<file path="src/rtl/sram_mem_stage.sv">
// MIPS MEM stage: multi-cycle load/store against a synchronous SRAM.
// Holds ready low for the whole access so the pipeline freezes.
module sram_mem_stage #(
  parameter int          WAIT_CYCLES = 5,
  parameter int          ADDR_W      = 16,
  parameter logic [31:0] BASE_ADDR   = 32'd1024
) (
  input  logic              clk,
  input  logic              rst,
  input  logic              MEM_R_En,
  input  logic              MEM_W_En,
  input  logic [31:0]       ALU_result,
  input  logic [31:0]       ST_val,
  output logic [31:0]       Mem_Data,
  output logic              ready,
  output logic [ADDR_W-1:0] SRAM_ADDR,
  output logic [31:0]       SRAM_WDATA,
  input  logic [31:0]       SRAM_RDATA,
  output logic              SRAM_CE_N,
  output logic              SRAM_WE_N
);

  localparam int CW =
    (WAIT_CYCLES > 1) ? $clog2(WAIT_CYCLES) : 1;
  localparam logic [CW-1:0] LAST = CW'(WAIT_CYCLES - 1);

  typedef enum logic [1:0] {
    IDLE,
    ACCESS,
    DONE
  } state_t;

  state_t            r_state;
  state_t            w_next;
  logic [CW-1:0]     r_cnt;
  logic              r_wr;
  logic [31:0]       r_mem_data;
  logic [ADDR_W-1:0] r_addr;
  logic [31:0]       r_wdata;
  logic              r_ce_n;
  logic              r_we_n;

  logic              w_req;
  logic              w_last;
  logic [31:0]       w_off;
  logic              w_unused;

  assign w_req    = MEM_R_En | MEM_W_En;
  assign w_last   = (r_cnt == LAST);
  assign w_off    = ALU_result - BASE_ADDR;
  // Byte offset to word index; out-of-range addresses just truncate.
  assign w_unused = ^{w_off[31:ADDR_W+2], w_off[1:0]};

  always_comb begin
    w_next = r_state;
    unique case (r_state)
      IDLE:    if (w_req) w_next = ACCESS;
      ACCESS:  if (w_last) w_next = DONE;
      DONE:    w_next = IDLE;
      default: w_next = IDLE;
    endcase
  end

  always_ff @(posedge clk) begin
    if (!rst) begin
      r_state    <= IDLE;
      r_cnt      <= '0;
      r_wr       <= 1'b0;
      r_mem_data <= '0;
      r_addr     <= '0;
      r_wdata    <= '0;
      r_ce_n     <= 1'b1;
      r_we_n     <= 1'b1;
    end else begin
      r_state <= w_next;
      unique case (r_state)
        IDLE: begin
          if (w_req) begin
            r_wr    <= MEM_W_En;
            r_addr  <= w_off[ADDR_W+1:2];
            r_wdata <= ST_val;
            r_cnt   <= '0;
            r_ce_n  <= 1'b0;
            r_we_n  <= ~MEM_W_En;
          end
        end
        ACCESS: begin
          r_cnt <= r_cnt + CW'(1);
          if (w_last) begin
            r_ce_n <= 1'b1;
            r_we_n <= 1'b1;
            if (!r_wr) r_mem_data <= SRAM_RDATA;
          end
        end
        default: ;
      endcase
    end
  end

  // DONE releases the pipeline while the same request is still visible.
  assign ready = !rst
              || (r_state == IDLE && !w_req)
              || (r_state == DONE);

  assign Mem_Data   = r_mem_data;
  assign SRAM_ADDR  = r_addr;
  assign SRAM_WDATA = r_wdata;
  assign SRAM_CE_N  = r_ce_n;
  assign SRAM_WE_N  = r_we_n;

endmodule

</file>
<file path="config.mk">
export PLATFORM = sky130hd
export DESIGN_NAME = sram_mem_stage
export DESIGN_NICKNAME = d
export VERILOG_FILES = /design/src/rtl/sram_mem_stage.sv
export SDC_FILE = /design/constraint.sdc
export NUM_CORES = 1
export LEC_CHECK = 0
export CAP_MARGIN = 25
export CELL_PAD_IN_SITES_DETAIL_PLACEMENT = 0
export CELL_PAD_IN_SITES_GLOBAL_PLACEMENT = 2
export CORE_MARGIN = 8
export CORE_UTILIZATION = 21
export DETAILED_ROUTE_END_ITERATION = 10
export GPL_ROUTABILITY_DRIVEN = 0
export PLACE_DENSITY_LB_ADDON = 0.1
export SLEW_MARGIN = 20
export SYNTH_ARGS = -nofsm -noshare
export SYNTH_HDL_FRONTEND = slang
export SYNTH_SLANG_ARGS = --single-unit
</file>
<file path="constraint.sdc">
create_clock -name clk -period 2.2 [get_ports clk]
set_input_delay 0.55 -clock clk [delete_from_list [all_inputs] [get_ports clk]]
set_output_delay 0.55 -clock clk [all_outputs]
set_load 0.1 [all_outputs]
</file>
## After elaboration in Yosys (flattened, before gate mapping)

Cells that the tools add are included.
Widths: inputs -> output; s select.

| word-level totals | value |
|---|---|
| flip-flop bits (word level) | 88 |
| word-level logic and storage cells | 40 |
| output and inout bits | 83 |
| input bits | 100 |

| operators by class | value |
|---|---|
| add/sub/neg operators | 2 |
| reduce and logical (&&, ||, !) cells | 12 |
| mux-type cells | 10 |
| equal/unequal tests | 5 |
| bitwise logic cells | 3 |

Operator list:

| cell | number |
|---|---|
| $sub 18x11->18 const B | 1 |
| $pmux 3 s2 | 1 |
| $reduce_and 2->1 | 3 |
| $reduce_and 3->1 | 2 |
| $mux 2 | 2 |
| $ne 2x2->1 const B | 2 |
| $pmux 1 s2 | 2 |
| $pmux 2 s2 | 1 |
| $add 3x1->3 const B | 1 |
| $eq 3x3->1 const B | 1 |
| $mux 1 | 3 |
| $mux 3 | 1 |
| $eq 2x1->1 const B | 1 |
| $eq 2x2->1 const B | 1 |
| $logic_not 1->1 | 2 |
| $logic_not 2->1 | 1 |
| $logic_or 1x1->1 | 2 |
| $not 1->1 | 2 |
| $reduce_bool 2->1 | 1 |
| $logic_and 1x1->1 | 1 |
| $or 1x1->1 | 1 |

## Logic depth before layout (Yosys ltp)

Gate-level depths: netlist of run 1.

| depth | value |
|---|---|
| word-level depth | 5 |
| gate-level depth with buffers | 7 |
| depth with buffers taken out | 5 |

## Worst setup path after synthesis of run 1

Ideal clock, no wire load.

| path | value |
|---|---|
| kind | input -> output |
| start | input port MEM_W_En |
| end | output port ready |
| arrival | 3.221 ns |
| path buffers | 1 |
| path slack | -1.571 ns |
| required time | 1.650 ns |
| stages | 4 |
| path through | nor2_1 clkbuf_1 nor2_1 o21ai_0 |

| on the way | value |
|---|---|
| cells in the longest elaborated chain, start to end | 5 |

RTL lines:

| item | line | text |
|---|---|---|
| from (decl) | 11 | `input logic MEM_W_En,` |
| $or 1x1->1 | 48 | `assign w_req = MEM_R_En \| MEM_W_En;` |
| $logic_not 1->1 | 102 | `\|\| (r_state == IDLE && !w_req)` |
| $logic_and 1x1->1 | 102 |  |
| $logic_or 1x1->1 | 102 |  |
| $logic_or 1x1->1 | 103 | `\|\| (r_state == DONE);` |
| to (decl) | 15 | `output logic ready,` |

No other way between the ends.

## Final worst setup path of run 1

Same ends and word-level chain as after synthesis.

==> results.toml, run 1 <==
[run_status]
status = "finished, final reports clean"

[synthesis]
syn_area_um2 = 3470
synth.top_cell.area_share_pct = 50.8
yosysSeqAreaShare_pct = 50.8
yosys-top-cells-area = "dfxtp_1, a21oi_1, nand3_1, o21ai_0, clkbuf_1"
yosysUniqueCellTypes = 32
yosys.area.top_type = "dfxtp_1"
syn-num-nets = 523
yosys_warnings = 0
netlist_instances = 420
ys_seq_elements = 88
syn_avg_cell_area_um2 = 8.26

[final_layout]
antenna_cells = 0
fillCellCount = 1763
fin_area_um2 = 5500
instances_no_fill = 800
drive_gt1_share_pct = 22.4
nets = 680
syn2layout_area_growth_pct = 58.4
final_cell_mix = "buf_4, dfxtp_1, a21oi_1"
layout.cells.most_common = "buf_4"

[floorplanning]
initial_core_util_pct = 21.2
die_w_um = 145
rows = 47
io_pins = 183
dieHeight_um = 145
dieArea_um2 = 20900
core_um2 = 16300

[critical_path]
worstRegToRegCells = 3
endpoint_kind = "primary output"
r2r_setup_slack_ns = 0.49
critical_path_arrival_ns = 1.57
cp.required_ns = 1.65
start_kind = "primary input"
r2r-end = "SRAM_ADDR[12]$_SDFFE_PN0P_"
criticalPathCategory = "primary input to primary output"
startpoint = "MEM_W_En"
rr_startpoint = "r_state[1]$_SDFFE_PN0P_"
crit_fanout = 2

[worst_hold_path]
hold_depth = 1
hold_class = "flop to flop"
hold_path.startpoint = "SRAM_CE_N$_SDFFE_PN1P_"
min_to = "SRAM_CE_N$_SDFFE_PN1P_"

[detailed_routing]
drt-total-wl_um = 13400
num_vias = 3633
wl_per_cell_um = 16.8
drt_iter0_markers = 138
routed_via_density = 4.54
ant_nets = 0
drc_errors = 0
dr.pass1.iters = 4

[global_route]
grt_use_total_pct = 12.7
grt_pass1_wl_um = 20400
grt_overflow_total = 0
first_global_vias = 3686
grt_max_degree = 42
antenna_found_initial = 0

[placed_design]
io_buffer_count = 166
placedCellCount = 786
place_area_um2 = 5240
hpwl_um = 9250

[timing]
setup_violations = 0
finClkSkew_ns = 0.00518
period_needed_ns = 2.12
hold_viol = 0
worstMarginPinSlew_ns = 0.520
fmax_mhz = 471
maxSlewViolCount = 0
relSlewSlack_pct = 65.3
rsz0062_at_grt = "false"
finalCritPeriodShare_pct = 96.5

[clock_tree]
postCtsSetupBuffers = 0
cts.sinks = 88
worstSkewPairLatency_ns = 0.33
clock_path_buffers = 2
htree_levels = 3
clock-root-buffer = "clkbuf_16"
cts_resized = 0
cts-hold-fix-buffers = 0
cts_buffers = 9
cts_tree = "built"
clkTransAtPathRegs_ns = 0.06

[power_and_ir_drop]
ir_drop_mv = 0.347
power_density_nw_per_um2 = 770
p_leak_nw = 2.11

[flow_run]
cap_violations = 0
[through the flow]
stage	worst slack, ns	hold WS, ns	total power, mW	util (%)	TNS (ns)
after detailed placement	-0.192	0.460	2.89	32.1	-0.285
after global placement	-0.168	0.455	2.89	32.1	-0.203
after CTS	0.0629	0.475	4.32	33.6	0
final	0.0761	0.469	4.23	33.6	0
after global routing	0.0344	0.495	4.44	33.6	0
after floorplan	0.0767	0.466	2.49	-	0
[sequential cells by signal (all words and copies together) (netlist names)]
name and count:
SRAM_ADDR 16, r_wr 1, SRAM_CE_N 1, SRAM_WE_N 1, r_cnt 3, SRAM_WDATA 32
r_state 2, Mem_Data 32
[metal layers]
layer	track usage [%]	wire length [um]	vias up
met2	19.2	6020	102
met3	4.92	1220	10
met1	15.9	6010	1703
li1	-	-	1818
met5	0	0	-
met4	4.76	156	0
[cell families after synthesis]
family	synth area share [%]
flip-flops	50.8
adder cells (fa/ha/maj)	1.08
AND/OR/NAND/NOR	15.7
XOR/XNOR	0.505
AO/OA/AOI/OAI	26.4
buffers and inverters	5.59
[worst max path at each step]
stage                                      end  slack, ns  depth (start not counted)
floorplan                                ready       0.08                          4
global placement    SRAM_ADDR[14]$_SDFFE_PN0P_      -0.17                          6
detailed placement  SRAM_ADDR[14]$_SDFFE_PN0P_      -0.19                          6
CTS                                      ready       0.06                          5
global route                             ready       0.03                          5
finish                                   ready       0.08                          5
[worst max-delay path: stages]
cell and delay (ns):
clkdlybuf4s50_1 0.43, nor2_2 0.13, nor2_1 0.07, o21ai_4 0.19, buf_12 0.19
[area by class of cell]
class                           instances  area, um2  share of cell area, %
Inverter                                6       22.5                  0.410
Sequential cell                        88       1760                   32.1
Clock inverter                          1       5.00                 0.0911
Timing Repair Buffer                  190       1650                   30.0
Multi-Input combinational cell        282       1540                   27.9
Tap cell                              220        275                   5.01
Clock buffer                           13        250                   4.55
[cell usage after synthesis]
library cell	number
o21ai_0	72
or4_1	1
o21ai_1	6
a211oi_1	3
a21o_1	1
nand4b_1	1
nand2b_1	2
or4b_4	1
o31ai_1	1
nor2_2	1
a21oi_1	85
nand3b_1	1
inv_2	1
ha_1	3
nand2_1	6
nand3_1	73
nor3_1	2
and4b_1	1
or3_1	2
nor2b_1	1
a311oi_1	5
xor2_1	2
buf_2	5
nor2_1	4
a211o_1	2
or3_4	1
or3_2	1
inv_1	5
or2_2	3
dfxtp_1	88
clkbuf_1	39
or3b_2	1
[where the power goes]
part           switching [mW]  internal (mW)
Combinational           0.808          0.326
Clock                   0.604          0.784
Sequential             0.0385           1.67
Power figures use the tool's default switching activity.
==> inputs of run 2 (changes only) <==
CTS_BUF_LIST = sky130_fd_sc_hd__clkbuf_8   (was unset)
==> results.toml, run 2 (same netlist as run 1, synthesis figures left out) <==
[critical_path]
worstRegToRegCells = 3
endpoint_kind = "primary output"
cpPeakStageDelay_ns = 0.43
critical-path-slowest-cell = "clkdlybuf4s50_1"
critical_path_arrival_ns = 1.57
r2r_setup_slack_ns = 0.47
r2r-end = "SRAM_ADDR[12]$_SDFFE_PN0P_"
start_kind = "primary input"
path_delay_family = "buffers and inverters"
cp_num_buf_inv = 2
criticalPathCategory = "primary input to primary output"
crit_fanout = 2
cp.required_ns = 1.65
worstPathCellList = "clkdlybuf4s50_1 -> nor2_2 -> nor2_1 -> o21ai_4 -> buf_12"
rr_startpoint = "r_state[1]$_SDFFE_PN0P_"

[final_layout]
syn2layout_area_growth_pct = 55.5
layout.cells.most_common = "buf_4"
fillCellCount = 1774
fin_area_um2 = 5400
nets = 680
instances_no_fill = 800
utilization_pct = 33.0
drive_gt1_share_pct = 22.4
final_cell_mix = "buf_4, dfxtp_1, a21oi_1"
antenna_cells = 0

[clock_tree]
postCtsSetupBuffers = 0
clkTransAtPathRegs_ns = 0.08
cts-hold-fix-buffers = 0
cts.sinks = 88
htree_levels = 3
worstSkewPairLatency_ns = 0.36
clock-root-buffer = "clkbuf_8"
clock_path_buffers = 2
cts_resized = 0
cts_buffers = 9
cts_tree = "built"

[placed_design]
place_ws_ns = -0.192
hpwl_um = 9250
place_area_um2 = 5240
placedCellCount = 786
io_buffer_count = 166

[floorplanning]
rows = 47
dieArea_um2 = 20900
dieHeight_um = 145
io_pins = 183
die_w_um = 145
initial_core_util_pct = 21.2
core_um2 = 16300

[worst_hold_path]
min_to = "SRAM_CE_N$_SDFFE_PN1P_"
hold_path.startpoint = "SRAM_CE_N$_SDFFE_PN1P_"
hold_class = "flop to flop"
hold_depth = 1

[power_and_ir_drop]
p_int_mw = 2.41
power_density_nw_per_um2 = 708
power_frac_comb_pct = 29.7
finalPower_mw = 3.82
p_leak_nw = 2.08
ir_drop_mv = 0.261
p_sw_mw = 1.41
switching_share_pct = 36.9
seq_power_share_pct = 44.7
p_clk_share_pct = 25.6

[run_status]
status = "finished, final reports clean"

[detailed_routing]
drc_errors = 0
drt-total-wl_um = 13400
drt_iter0_markers = 166
wl_per_cell_um = 16.8
routed_via_density = 4.56
ant_nets = 0
dr.pass1.iters = 4
num_vias = 3651

[flow_run]
cap_violations = 0

[timing]
fmax_mhz = 471
fin_tns_setup_ns = 0
period_needed_ns = 2.12
setup_violations = 0
maxSlewViolCount = 0
worst_hold_slack_ns = 0.474
rsz0062_at_grt = "false"
setup_ws_ns = 0.0759
hold_viol = 0
worstMarginPinSlew_ns = 0.532
relSlewSlack_pct = 64.5
finalCritPeriodShare_pct = 96.6
finClkSkew_ns = 0.00486

[global_route]
grt_pass1_wl_um = 20400
first_global_vias = 3672
grt_max_degree = 42
grt_overflow_total = 0
grt_use_total_pct = 12.7
antenna_found_initial = 0
-- run 2: changes by cell type in the layout (fill, tap and decap cells not counted) --
| cell | before | now |
|---|---|---|
| clkbuf_8 | 1 | 10 |
| inv_1 | 5 | 8 |
| clkbuf_1 | 3 | 0 |
| clkbuf_16 | 9 | 0 |
-- run 2: power by group through the flow --
stage / Sequential, mW / Clock (mW) / Combinational (mW)
3_3_place_gp: 1.74 / 0 / 1.14
4_1_cts: 1.71 / 1.05 / 1.15
6_report: 1.71 / 0.976 / 1.13
3_5_place_dp: 1.74 / 0 / 1.14
5_1_grt: 1.72 / 1.12 / 1.20
2_1_floorplan: 2.26 / 0 / 0.236
-- run 2: layer usage --
metal / track usage, % / up-vias / routed length [um] / part of all wire (%)
li1: - / 1817 / - / -
met1: 16.1 / 1715 / 5990 / 45
met2: 19.1 / 106 / 5920 / 44
met3: 4.82 / 13 / 1280 / 9.5
met4: 5.26 / 0 / 214 / 1.6
met5: 0 / - / 0 / 0
-- run 2: worst max path at each step --
stage	from	depth (start not counted)	end
6_report	MEM_W_En	5	ready
5_1_grt	MEM_W_En	5	ready
4_1_cts	MEM_W_En	5	ready
3_5_place_dp	ALU_result[10]	6	SRAM_ADDR[14]$_SDFFE_PN0P_
3_3_place_gp	ALU_result[11]	6	SRAM_ADDR[14]$_SDFFE_PN0P_
2_1_floorplan	MEM_W_En	4	ready
-- run 2: final cells by class --
cell class	instances	area (um2)	area share [%]
multi-input combinational	282	1540	28.5
clock buffer	10	138	2.55
clock inverter	4	16.3	0.301
inverter	6	22.5	0.417
tap	220	275	5.10
sequential	88	1760	32.7
timing repair buffer	190	1650	30.5
==> inputs of run 3 (changes only) <==
CORE_ASPECT_RATIO = 1.5   (was unset)
==> results.toml, run 3 (same netlist as run 1, synthesis figures left out) <==
[critical_path]
worstRegToRegCells = 4
rr_startpoint = "r_state[0]$_SDFFE_PN0P_"
r2r_setup_slack_ns = 0.57
cp.required_ns = 1.65
cpPeakStageDelay_ns = 0.44
crit_fanout = 2
start_kind = "primary input"
worstPathCellList = "clkdlybuf4s50_1 -> nor2_2 -> nor2_1 -> o21ai_4 -> buf_12"
critical_path_arrival_ns = 1.57
critical-path-slowest-cell = "clkdlybuf4s50_1"
endpoint_kind = "primary output"
r2r-end = "SRAM_ADDR[4]$_SDFFE_PN0P_"
criticalPathCategory = "primary input to primary output"

[floorplanning]
rows = 57
initial_core_util_pct = 21.4
dieHeight_um = 173
core_um2 = 16200
io_pins = 183
dieArea_um2 = 21000
die_w_um = 121

[final_layout]
nets = 674
syn2layout_area_growth_pct = 56.4
instances_no_fill = 782
fillCellCount = 1738
drive_gt1_share_pct = 22.0
final_cell_mix = "buf_4, dfxtp_1, a21oi_1"
utilization_pct = 33.5
fin_area_um2 = 5430
antenna_cells = 0
layout.cells.most_common = "buf_4"

[power_and_ir_drop]
p_sw_mw = 1.44
power_density_nw_per_um2 = 734
p_int_mw = 2.55
p_clk_share_pct = 28.7
switching_share_pct = 36.0
power_frac_comb_pct = 28.2
ir_drop_mv = 0.368
seq_power_share_pct = 43.0
p_leak_nw = 2.08

[placed_design]
hpwl_um = 9300
placedCellCount = 766
io_buffer_count = 166
place_area_um2 = 5230

[detailed_routing]
drt_iter0_markers = 144
drt-total-wl_um = 13300
dr.pass1.iters = 4
drc_errors = 0
num_vias = 3668
routed_via_density = 4.69
ant_nets = 0
wl_per_cell_um = 17.0

[global_route]
grt_use_total_pct = 12.7
grt_overflow_total = 0
grt_max_degree = 55
grt_pass1_wl_um = 21400
antenna_found_initial = 0
first_global_vias = 3986

[worst_hold_path]
min_to = "SRAM_CE_N$_SDFFE_PN1P_"
hold_path.startpoint = "SRAM_CE_N$_SDFFE_PN1P_"
hold_depth = 1
hold_class = "flop to flop"

[clock_tree]
htree_levels = 3
cts-hold-fix-buffers = 0
cts_buffers = 9
worstSkewPairLatency_ns = 0.35
cts_resized = 0
clock_path_buffers = 2
clock-root-buffer = "clkbuf_8"
cts.sinks = 88
postCtsSetupBuffers = 0
cts_tree = "built"
clkTransAtPathRegs_ns = 0.08

[timing]
maxSlewViolCount = 0
rsz0062_at_grt = "false"
fmax_mhz = 471
worstMarginPinSlew_ns = 0.475
setup_violations = 0
hold_viol = 0
fin_tns_setup_ns = 0
worst_hold_slack_ns = 0.474
finalCritPeriodShare_pct = 96.5
finClkSkew_ns = 0.00983
period_needed_ns = 2.12
relSlewSlack_pct = 68.2

[run_status]
status = "finished, final reports clean"

[flow_run]
cap_violations = 0
run 3: cell count changes in the layout (fill, tap and decap cells not counted), sizes merged:
cell      previous run  this run
buf                107       101
bufinv               0         1
inv                  9         8
clkinvlp             0         2
run 3: per-layer routing:
| metal | share of wire, % | global-route usage, % |
|---|---|---|
| met5 | 0 | 0 |
| met2 | 49 | 21.9 |
| met4 | 2.1 | 5.23 |
| met3 | 8.4 | 4.63 |
| met1 | 40 | 13.6 |
run 3: stage by stage:
stage,worst slack (ns),power [mW]
2_1_floorplan,0.0767,2.49
3_3_place_gp,-0.160,2.89
3_5_place_dp,-0.184,2.89
4_1_cts,0.0413,4.08
5_1_grt,0.0101,4.20
6_report,0.0779,3.99
run 3: power by group through the flow:
stage,logic [mW],clock network [mW],registers [mW]
floorplan,0.236,0,2.26
global placement,1.14,0,1.75
detailed placement,1.14,0,1.75
CTS,1.14,1.22,1.72
global route,1.19,1.28,1.73
finish,1.13,1.15,1.72
run 3: how the worst max path moves through the flow:
| stage | start | to | slack, ns | cells after the start |
|---|---|---|---|---|
| detailed placement | ALU_result[10] | SRAM_ADDR[14]$_SDFFE_PN0P_ | -0.18 | 6 |
| global placement | ALU_result[10] | SRAM_ADDR[14]$_SDFFE_PN0P_ | -0.16 | 6 |
| floorplan | MEM_W_En | ready | 0.08 | 4 |
| global route | MEM_R_En | ready | 0.01 | 5 |
| CTS | MEM_W_En | ready | 0.04 | 5 |
| finish | MEM_R_En | ready | 0.08 | 5 |
run 3: worst max-delay path: cells and delay by family:
family	cells	cell delay (ns)
buffers and inverters	2	0.63
AOI/OAI and AO/OA	1	0.16
and+or+nand+nor	2	0.22
run 3: area by class of cell:
cell class                      instances  area (um2)  area share (%)
Tap cell                              206         258            4.75
Clock buffer                           10         138            2.54
Clock inverter                          6        61.3            1.13
Multi-Input combinational cell        282        1540            28.3
Timing Repair Buffer                  184        1650            30.4
Inverter                                6        22.5           0.415
Sequential cell                        88        1760            32.5
